==> src/rtl/dpb_pkg.sv <==
// -----------------------------------------------------------------------------
// dpb_pkg
// Shared definitions for the dual-port block RAM bus responders.
//   - Geometry: 4096 x 32 words, 4 byte strobes.
//   - FSM state encoding for dpb_bus_port (kept as plain constants so the
//     encoding is fixed and easy to probe from checkers).
//   - Small helpers for classifying byte strobes.
// -----------------------------------------------------------------------------
package dpb_pkg;

    localparam int DPB_DATA_W = 32;
    localparam int DPB_STRB_W = 4;
    localparam int DPB_ADDR_W = 12;

    typedef logic [2:0] dpb_state_t;

    localparam dpb_state_t IDLE   = 3'd0;
    localparam dpb_state_t ISSUE  = 3'd1;
    localparam dpb_state_t RD_CAP = 3'd2;
    localparam dpb_state_t RMW_RD = 3'd3;
    localparam dpb_state_t RESP   = 3'd4;

    // All bytes written: the RAM can take the word directly.
    function automatic logic strb_full(input logic [DPB_STRB_W-1:0] s);
        return s == {DPB_STRB_W{1'b1}};
    endfunction

    // No bytes written: nothing to do in the RAM at all.
    function automatic logic strb_empty(input logic [DPB_STRB_W-1:0] s);
        return s == '0;
    endfunction

endpackage

==> src/rtl/dpb_byte_merge.sv <==
// -----------------------------------------------------------------------------
// dpb_byte_merge
// Combinational per-byte merge used to turn a strobed write into a full-word
// write: each byte comes from wdata when its strobe is set, else from the
// old word read out of the RAM.
// Ports:
//   wdata    in  32  new write data
//   old_data in  32  current RAM contents of the target word
//   wstrb    in  4   byte strobes, bit i selects bits [8i+7:8i]
//   merged   out 32  word to write back
// -----------------------------------------------------------------------------
module dpb_byte_merge
    import dpb_pkg::*;
(
    input  logic [DPB_DATA_W-1:0] wdata,
    input  logic [DPB_DATA_W-1:0] old_data,
    input  logic [DPB_STRB_W-1:0] wstrb,
    output logic [DPB_DATA_W-1:0] merged
);

    always_comb begin
        merged = old_data;
        for (int i = 0; i < DPB_STRB_W; i++) begin
            if (wstrb[i]) begin
                merged[8*i +: 8] = wdata[8*i +: 8];
            end
        end
    end

endmodule

==> src/rtl/dpb_bus_port.sv <==
// -----------------------------------------------------------------------------
// dpb_bus_port
// Bus-side responder owning one port of the 4096x32 dual-port block RAM.
// Accepts one byte-addressed request at a time, performs it on the RAM
// (partial writes as read-modify-write, since the RAM has no byte enables)
// and returns a response that is held until consumed.
//
// Handshakes (both channels): a transfer happens on a rising clk edge where
// valid & ready are both 1. The request master holds req_* stable while
// req_valid is high and not yet accepted; resp_valid/resp_rdata stay stable
// until the edge where resp_ready is also high.
//
// Ports:
//   clk, rst_n                  clock, async active-low reset
//   req_valid/req_ready         request handshake
//   req_we, req_addr            1=write; byte address (bits [1:0] ignored)
//   req_wdata, req_wstrb        write data and byte strobes
//   resp_valid/resp_ready       response handshake
//   resp_rdata                  read data, 0 for write acks
//   bram_ce/oce/wre/ad/din      RAM port command pins (oce tied 1)
//   bram_dout                   RAM read data, valid 1 cycle after a read edge
// -----------------------------------------------------------------------------
module dpb_bus_port
    import dpb_pkg::*;
#(
    parameter int ADDR_W = DPB_ADDR_W,
    parameter int DATA_W = DPB_DATA_W
) (
    input  logic                clk,
    input  logic                rst_n,
    input  logic                req_valid,
    output logic                req_ready,
    input  logic                req_we,
    input  logic [ADDR_W+1:0]   req_addr,
    input  logic [DATA_W-1:0]   req_wdata,
    input  logic [DPB_STRB_W-1:0] req_wstrb,
    output logic                resp_valid,
    input  logic                resp_ready,
    output logic [DATA_W-1:0]   resp_rdata,
    output logic                bram_ce,
    output logic                bram_oce,
    output logic                bram_wre,
    output logic [ADDR_W-1:0]   bram_ad,
    output logic [DATA_W-1:0]   bram_din,
    input  logic [DATA_W-1:0]   bram_dout
);

    dpb_state_t             state;
    logic                   ready_en;
    logic [ADDR_W-1:0]      addr_q;
    logic [DATA_W-1:0]      wdata_q;
    logic [DPB_STRB_W-1:0]  wstrb_q;
    logic                   we_q;
    logic [DATA_W-1:0]      merged;

    // Byte-offset bits carry no meaning for a word-wide RAM.
    logic unused_addr_lsbs;
    assign unused_addr_lsbs = ^req_addr[1:0];

    // ready_en keeps req_ready low for the first cycle after reset release.
    assign req_ready = ready_en & (state == IDLE);

    dpb_byte_merge u_merge (
        .wdata    (wdata_q),
        .old_data (bram_dout),
        .wstrb    (wstrb_q),
        .merged   (merged)
    );

    // RAM commands come only from registered request fields. The ce/wre
    // strobes are additionally gated by rst_n so an asynchronous reset in the
    // middle of a read-modify-write can never commit a half-merged word.
    always_comb begin
        bram_ce  = 1'b0;
        bram_wre = 1'b0;
        if (state == ISSUE) begin
            if (!we_q) begin
                bram_ce = 1'b1;
            end else if (strb_full(wstrb_q)) begin
                bram_ce  = 1'b1;
                bram_wre = 1'b1;
            end else if (!strb_empty(wstrb_q)) begin
                bram_ce = 1'b1;  // read half of the RMW
            end
        end else if (state == RMW_RD) begin
            bram_ce  = 1'b1;
            bram_wre = 1'b1;
        end
        bram_ce  = bram_ce  & rst_n;
        bram_wre = bram_wre & rst_n;
    end

    assign bram_oce = 1'b1;
    assign bram_ad  = addr_q;
    // Old data only exists during RMW_RD, so the merge stays combinational
    // there; otherwise the latched write data goes straight out.
    assign bram_din = (state == RMW_RD) ? merged : wdata_q;

    always_ff @(posedge clk or negedge rst_n) begin
        if (!rst_n) begin
            state      <= IDLE;
            ready_en   <= 1'b0;
            addr_q     <= '0;
            wdata_q    <= '0;
            wstrb_q    <= '0;
            we_q       <= 1'b0;
            resp_valid <= 1'b0;
            resp_rdata <= '0;
        end else begin
            ready_en <= 1'b1;
            case (state)
                IDLE: begin
                    if (req_valid && req_ready) begin
                        addr_q  <= req_addr[ADDR_W+1:2];
                        wdata_q <= req_wdata;
                        wstrb_q <= req_wstrb;
                        we_q    <= req_we;
                        state   <= ISSUE;
                    end
                end
                ISSUE: begin
                    if (!we_q) begin
                        state <= RD_CAP;
                    end else if (strb_full(wstrb_q) || strb_empty(wstrb_q)) begin
                        resp_rdata <= '0;
                        resp_valid <= 1'b1;
                        state      <= RESP;
                    end else begin
                        state <= RMW_RD;
                    end
                end
                RD_CAP: begin
                    resp_rdata <= bram_dout;
                    resp_valid <= 1'b1;
                    state      <= RESP;
                end
                RMW_RD: begin
                    resp_rdata <= '0;
                    resp_valid <= 1'b1;
                    state      <= RESP;
                end
                RESP: begin
                    if (resp_ready) begin
                        resp_valid <= 1'b0;
                        state      <= IDLE;
                    end
                end
                default: begin
                    resp_valid <= 1'b0;
                    state      <= IDLE;
                end
            endcase
        end
    end

endmodule
==> config.mk <==
export PLATFORM = sky130hd
export DESIGN_NAME = dpb_bus_port
export DESIGN_NICKNAME = d
export VERILOG_FILES = /design/src/rtl/dpb_pkg.sv /design/src/rtl/dpb_byte_merge.sv /design/src/rtl/dpb_bus_port.sv
export SDC_FILE = /design/constraint.sdc
export NUM_CORES = 1
export LEC_CHECK = 0
export BUFFER_PORTS_ARGS = -buffer_cell sky130_fd_sc_hd__buf_4
export CAP_MARGIN = 20
export CORE_ASPECT_RATIO = 0.7
export CORE_UTILIZATION = 49
export CTS_CLUSTER_DIAMETER = 60
export DETAILED_ROUTE_END_ITERATION = 8
export GPL_TIMING_DRIVEN = 0
export PLACE_DENSITY_LB_ADDON = 0.3
export SETUP_SLACK_MARGIN = 0.15
export SLEW_MARGIN = 5
export SYNTH_ARGS = -nofsm -noshare
export SYNTH_HDL_FRONTEND = slang
export SYNTH_HIERARCHICAL = 1
export SYNTH_SLANG_ARGS = --single-unit
==> constraint.sdc <==
create_clock -name clk -period 1.7 [get_ports clk]
set_input_delay 0.085 -clock clk [delete_from_list [all_inputs] [get_ports clk]]
set_output_delay 0.085 -clock clk [all_outputs]
set_load 0.01 [all_outputs]
; ---- Word-level counts from Yosys, hierarchy flattened
; Cells that the tools add are included.
[totals]
in_bits = 87
output_inout_bits = 81
word_cells = 56
reg_bits = 86
[classes]
reduce_logical = 10
bitwise_logic = 4
muxes = 25
n_eq_ne = 9
[op_table]
columns = operator, n
row1 = 32-bit two-way mux, 3
row2 = 32-bit case mux with 3 select lines, 1
row3 = 8-bit two-way mux, 4
row4 = 3-bit two-way mux, 4
row5 = 3-bit case mux with 4 select lines, 1
row6 = 1-bit two-way mux, 11
row7 = 3-bit by 2-bit equality test with 1-bit output (second input constant), 2
row8 = 4-bit equality test (second input constant), 1
row9 = 4-bit zero test, 1
row10 = 2-bit by 1-bit != test with 1-bit output (second input constant), 2
row11 = 2-bit != test (second input constant), 2
row12 = 1-bit case mux with 4 select lines, 1
row13 = 2-bit AND reduction, 2
row14 = 4-bit AND reduction, 1
row15 = 1-bit AND, 3
row16 = 3-bit by 1-bit equality test with 1-bit output (second input constant), 1
row17 = 3-bit equality test (second input constant), 1
row18 = 3-bit zero test, 1
row19 = 3-bit AND reduction, 1
row20 = 3-bit nonzero test, 1
row21 = 2-bit OR reduction, 1
row22 = 1-bit logical AND, 1
row23 = 1-bit logical OR, 1
row24 = 1-bit NOT, 1

; ---- Depth between registers and ports, before layout
; Gate-level depths: netlist of the first run.
[depth]
word_depth = 6
ltp_mapped = 5
mapped_depth_nobuf = 3

; ---- Cells and area by module
; Netlist of the first run, hierarchy kept.
[by_module_without_submodules]
columns = module, seq_area_each_um2, cells_each, instances, area_per_inst_um2
row1 = dpb_bus_port, 2152.1, 244, 1, 3873.7
row2 = dpb_byte_merge, 0.0, 36, 1, 525.5

; ---- Least setup slack after synthesis of the first run
; OpenSTA, ideal clock, no wires.
[synth_timing]
path_type = register to register
startpoint = register state[2]
endpoint = register addr_q[10], in the netlist bram_ad[10]
arrival_time_ns = 1.416
synth_period_minus_slack_ns = 1.541
setup_ns = 0.125
setup_slack_ns = 0.159
stages_incl_launch_ff = 5
t_required_ns = 1.575
n_path_buf = 1
cell_sequence = dfrtp_1 > nor4b_4 > nand2_2 > buf_6 > mux2_4
[synth_via]
elab_chain_cells = 4
[synth_rtl]
columns = element, line
row1 = start: declaration, dpb_bus_port.sv:48  ; dpb_state_t state;
row2 = start signal: assignment, dpb_bus_port.sv:101  ; state <= IDLE;
row3 = start signal: assignment, dpb_bus_port.sv:118  ; state <= ISSUE;
row4 = start signal: assignment, dpb_bus_port.sv:123  ; state <= RD_CAP;
row5 = 3-bit zero test, dpb_bus_port.sv:61  ; assign req_ready = ready_en & (state == IDLE);
row6 = 1-bit AND, dpb_bus_port.sv:61
row7 = net req_ready, dpb_bus_port.sv:32  ; output logic req_ready,
row8 = 1-bit logical AND, dpb_bus_port.sv:113  ; if (req_valid && req_ready) begin
row9 = 2-bit AND reduction (no source line), --
row10 = end signal: assignment, dpb_bus_port.sv:114  ; addr_q <= req_addr[ADDR_W+1:2];
row11 = end: declaration, dpb_bus_port.sv:50  ; logic [ADDR_W-1:0] addr_q;
; The timed path passes the listed nets, and every way through them passes these cells.
; A chain may end at the register's enable or synchronous reset.

; ---- Worst setup path after layout of the first run
[layout_timing]
startpoint = register state[1]
endpoint = output bram_din[21]
[layout_via]
elab_chain_cells = 2
[layout_rtl]
columns = element, line
row1 = 3-bit by 2-bit equality test with 1-bit output, dpb_bus_port.sv:97  ; assign bram_din = (state == RMW_RD) ? merged : wdata_q;
row2 = 32-bit two-way mux, dpb_bus_port.sv:97
row3 = end: declaration, dpb_bus_port.sv:44  ; output logic [DATA_W-1:0] bram_din,
; Every way passes these cells.

==> flow_summary.yaml, run 1 <==
floorplan:
  core_area_um2: 8583
  die_w_um: 115.3
  start_util: 0.5125
  dieArea_um2: 9367
  rows: 28
  ios: 168
  die_y_um: 81.28
timing:
  hold_viol: 0
  rsz0062_at_grt: "yes"
  fin_setup_tns_ps: -4134
  layout_min_cycle_time_ps: 1809
  post-route-period-util: 1.064
  finalSetupViolations: 81
  timing.fmax_mhz: 552.7
  maxSlewViolCount: 0
  holdWs_ps: 21.62
  skew_ps: 3.093
  layout_setup_ws_ps: -109.3
clock_network:
  root_buffer: "clkbuf_16"
  cts.path.max_buffers: 2
  cts_tree: "yes"
  cts_made_buffers: 9
  cts.sinks: 86
  path_clk_slew_ps: 60
  clkLatencyLatePin_ps: 320
  cts-htree-levels: 3
setup_path:
  ff2ff_path_depth: 6
  cp-start-kind: "flop"
  critical_path_required_ps: 1620
  critPathSlowestCell: "dfrtp_2"
  cp-startpoint: "state[1]"
  cpLargestDelayFamily: "flip-flops"
  path_depth: 5
  path_cells: "and2b_1, nand2_4, buf_8, mux2_2, buf_4"
  critPathMaxStageDelay_ps: 390
  r2r_start: "state[1]"
  r2r_setup_slack_ps: -40
  endpoint: "bram_din[21]"
  rr_endpoint: "wdata_q[12]"
  cp-end-kind: "primary output"
  path_class: "flop to primary output"
  critPathMaxFanout: 10
  crit_buf_inv: 2
  worstPathArrival_ps: 1720
place:
  gp_congestion: 0.8205
  place_hpwl_um: 7905
  io_buffers: 164
  dpl_cell_area_um2: 5784
  place_ws_ps: -119.3
route:
  firstDrtPassIters: 4
  avgRoutedWirePerCell_um: 20.35
  drc: 0
  initialDrtViolationCount: 144
  ant_nets: 0
  num_vias: 3624
  wl_um: 13710
  vias_per_cell: 5.377
final_layout:
  final_nets: 637
  final_cell_mix: "buf_4 (171), mux2_4 (81), dlygate4sd3_1 (81)"
  syn_to_final_growth_pct: 63.17
  fin_area_um2: 7178
  diodes: 0
  drive_above_1_share: 0.6119
  final_common_cell: "buf_4"
yosys:
  synth_cell_type_count: 26
  synth_seq_cells: 86
  yosysWarnings: 6
  synthTopCellsByArea: "dfrtp_1 (49%), mux2_4 (28%), mux2_2 (8.2%), a32o_1 (7.3%), buf_6 (2.3%)"
  yosysTopAreaCellShare: 0.4892
  synthesis.area_um2: 4399
  synthArstFlopShare: 1.000
  ys_seq_area_frac: 0.4892
  synth_enable_flop_cells: 0
  synth.avg_cell_area_um2: 15.71
  ys.flop_type: "dfrtp_1"
  yosys.area.top_type: "dfrtp_1"
  synthCells: 280
global_route:
  overflow: 0
  grt_use_met3: 0.08731
  grt_pass1_vias: 3913
  grt_max_degree: 88
  grt_util_met2: 0.5175
  antenna_found_initial: 0
  grt_usage: 0.2938
  top_usage_layer: "met2"
  met1_usage: 0.3447
  grt_pass1_wl_um: 20360
power_and_ir_drop:
  powerDensity_nw_per_um2: 1729
  ir_drop_mv: 1.170
  p_leak_uw: 0.003581
  p_total_uw: 12410
status:
  violations: "negative setup slack"
  status: "finished, violations left"
min_path:
  hold_class: "input pin to flop"
run:
  maxCapViolCount: 0
==> where the power goes <==
group	switching, µW	internal [µW]
Sequential	821	3040
Combinational	2620	4160
Clock	715	1060
Total	4150	8250
==> cells by family after synthesis <==
logic type      count (synthesis)  synth area share
mux                           113            0.3584
flops                          86            0.4892
compound gates                 39           0.08390
buf+inv                        24           0.03925
simple gates                   17           0.02844
other cells                     1         0.0008524
==> flip-flops by register name, indices dropped and copies added, names as in the netlist <==
signal	flops
ready_en	1
we_q	1
resp_rdata	32
wstrb_q	4
state	3
resp_valid	1
bram_ad	12
wdata_q	32
==> synth_stat cells (2+ instances only) <==
| library cell | count |
|---|---|
| dfrtp_1 | 86 |
| mux2_4 | 81 |
| a32o_1 | 32 |
| mux2_2 | 32 |
| buf_2 | 9 |
| buf_6 | 9 |
| clkbuf_1 | 4 |
| nand2_1 | 4 |
| a21oi_1 | 2 |
| and2b_1 | 2 |
| nand3_1 | 2 |
| nor2_1 | 2 |
| o31ai_1 | 2 |
==> how the worst min path moves through the flow <==
stage / depth (start not counted) / slack (ps) / to / start
3_5_place_dp: 2 / 320 / resp_rdata[10] / bram_dout[10]
4_1_cts: 2 / 3 / resp_rdata[5] / bram_dout[5]
2_1_floorplan: 0 / -210 / bram_ad[0] / rst_n
6_report: 2 / 20 / resp_rdata[5] / bram_dout[5]
3_3_place_gp: 2 / 310 / resp_rdata[15] / bram_dout[15]
5_1_grt: 2 / 10 / resp_rdata[5] / bram_dout[5]
==> metrics by stage <==
step | cells | utilization
after floorplan | 281 | -
after global placement | 565 | 0.6739
after detailed placement | 565 | 0.6739
after CTS | 669 | 0.8229
after global routing | 674 | 0.8363
final | 674 | 0.8363
==> what timing repair did <==
item | 4_1_cts | 5_1_grt
setup endpoints to repair | 115 | 118
buffers inserted | 8 | 2
gates cloned | 1 | 0
hold buffers | 80 | 2
hold endpoints to repair | 80 | 32
gates resized for setup | 36 | 19
pin swaps | 3 | 1
==> final cells by class <==
type | instances | area (µm²)
plain buffers | 23 | 277.8
clock buffers | 14 | 264.0
clock inverters | 1 | 5.005
fillers | 448 | 1405
inverters | 1 | 3.754
multi-input cells | 171 | 2106
flip-flops and latches | 86 | 2160
well taps | 120 | 150.1
repair buffers | 258 | 2212
==> per-layer routing <==
metal,vias to the layer above,wire (µm)
li1,1600,-
met1,1851,5438
met2,149,7155
met3,24,920
met4,0,199
met5,-,0
No activity file was read; power rests on OpenSTA's default activity.
==> run 2: changes to the inputs <==
--- a/config.mk
+++ b/config.mk
@@ -5,12 +5,12 @@
 export SDC_FILE = /design/constraint.sdc
 export NUM_CORES = 1
 export LEC_CHECK = 0
-export BUFFER_PORTS_ARGS = -buffer_cell sky130_fd_sc_hd__buf_4
 export CAP_MARGIN = 20
 export CORE_ASPECT_RATIO = 0.7
-export CORE_UTILIZATION = 49
+export CORE_UTILIZATION = 50
 export CTS_CLUSTER_DIAMETER = 60
 export DETAILED_ROUTE_END_ITERATION = 8
+export DONT_BUFFER_PORTS = 1
 export GPL_TIMING_DRIVEN = 0
 export PLACE_DENSITY_LB_ADDON = 0.3
 export SETUP_SLACK_MARGIN = 0.15
==> flow_summary.yaml, run 2 (same netlist as run 1, synthesis figures left out) <==
setup_path:
  crit_buf_inv: 1
  ff2ff_path_depth: 5
  r2r_start: "state[1]"
  path_depth: 4
  rr_endpoint: "bram_ad[4]"
  critPathSlowestCell: "dfrtp_2"
  r2r_setup_slack_ps: -40
  path_cells: "and2b_2, nand2_8, buf_12, mux2_2"
  critPathMaxFanout: 10
  path_class: "flop to primary output"
  critical_path_required_ps: 1620
  cpLargestDelayFamily: "flip-flops"
  worstPathArrival_ps: 1690
  cp-start-kind: "flop"
  cp-end-kind: "primary output"
  critPathMaxStageDelay_ps: 420
clock_network:
  path_clk_slew_ps: 60
  cts_tree: "yes"
  cts.path.max_buffers: 2
  cts-htree-levels: 3
  hold_buffers: 82
  clkLatencyLatePin_ps: 330
  cts.sinks: 86
  cts_made_buffers: 9
  root_buffer: "clkbuf_16"
floorplan:
  die_w_um: 114.1
  rows: 28
  start_util: 0.5189
  die_y_um: 80.48
  ios: 168
  core_area_um2: 8478
  dieArea_um2: 9184
timing:
  layout_min_cycle_time_ps: 1775
  finalSetupViolations: 71
  maxSlewViolCount: 0
  skew_ps: 3.649
  holdWs_ps: -557.7
  hold_viol: 86
  rsz0062_at_grt: "yes"
  post-route-period-util: 1.044
  timing.fmax_mhz: 563.4
  layout_setup_ws_ps: -75.03
place:
  place_ws_ps: -45.18
  place_hpwl_um: 7070
  io_buffers: 0
  gp_congestion: 0.6911
  dp_cells: 401
final_layout:
  multi_input_area_um2: 2221
  final_cell_mix: "mux2_4 (99), dlygate4sd3_1 (82), dfrtp_1 (79)"
  syn_to_final_growth_pct: 42.75
  fin_cells: 524
  final_nets: 486
  final_common_cell: "mux2_4"
  fill_cells: 565
  drive_above_1_share: 0.4876
  regArea_um2: 2161
  diodes: 0
global_route:
  grt_pass1_vias: 3206
  grt_pass1_wl_um: 17220
  overflow: 0
  grt_max_degree: 88
  grt_usage: 0.2514
  antenna_found_initial: 0
route:
  vias_per_cell: 5.672
  avgRoutedWirePerCell_um: 23.28
  drc: 0
  ant_nets: 0
  firstDrtPassIters: 4
  wl_um: 12200
  initialDrtViolationCount: 148
  num_vias: 2972
power_and_ir_drop:
  p_leak_uw: 0.002987
  ir_drop_mv: 1.047
  powerDensity_nw_per_um2: 1812
run:
  maxCapViolCount: 0
status:
  status: "finished, violations left"
  violations: "negative hold slack, negative setup slack"
min_path:
  hold_class: "input pin to async pin"
==> run 2: power breakdown <==
group          switching (µW)  leakage [µW]  internal, µW
combinational            1930       0.00180          3310
sequential               1130       0.00104          3040
clock                     791      0.000148          1170
total                    3850       0.00299          7530
==> run 2: repair_timing <==
| item | 4_1_cts | 5_1_grt |
|---|---|---|
| endpoints found under the hold margin | 168 | 86 |
| gates cloned | 1 | 8 |
| endpoints found under the setup margin | 113 | 116 |
| buffers inserted | 9 | 7 |
| gates resized for setup | 42 | 52 |
| pin swaps | 3 | 36 |
==> run 2: worst max-delay path by stage <==
stage / from / to / slack (ps)
6_report: state[2] / bram_din[30] / -80
5_1_grt: state[2] / bram_din[30] / -120
4_1_cts: state[2] / bram_din[18] / -60
3_5_place_dp: state[1] / wdata_q[15] / -50
3_3_place_gp: state[2] / wdata_q[19] / -40
2_1_floorplan: state[2] / bram_ad[10] / 160
==> run 2: layer usage <==
layer / GRT usage / vias up / routed length (µm)
li1: - / 1296 / -
met1: 0.3020 / 1526 / 5192
met2: 0.4291 / 133 / 5868
met3: 0.08679 / 17 / 971
met4: 0.07273 / 0 / 165
met5: 0 / - / 0
==> run 2: worst reg2reg max path: stages, from the launching register on <==
cell	delay [ps]
dfrtp_2	440
nor4b_4	440
nand2_4	120
buf_12	170
clkbuf_16	170
mux2_4	290
==> run 2: metrics by stage <==
stage            util  power [µW]  cell area, µm²  setup TNS [ps]
4_1_cts        0.6989       10800            5926           -2253
3_5_place_dp   0.5370        8306            4553           -1730
6_report       0.7407       11380            6280           -2868
5_1_grt        0.7407       11900            6280           -5703
3_3_place_gp   0.5370        8126            4553           -2023
2_1_floorplan       -        7515            4403               0
==> run 2: layout make-up <==
| class | instances | area share |
|---|---|---|
| Timing Repair Buffer | 107 | 0.1851 |
| Buffer | 23 | 0.04483 |
| Clock buffer | 10 | 0.03806 |
| Clock inverter | 6 | 0.009763 |
| Inverter | 1 | 0.0005977 |
| Tap cell | 120 | 0.02391 |
| Sequential cell | 86 | 0.3441 |
| Multi-Input combinational cell | 171 | 0.3537 |
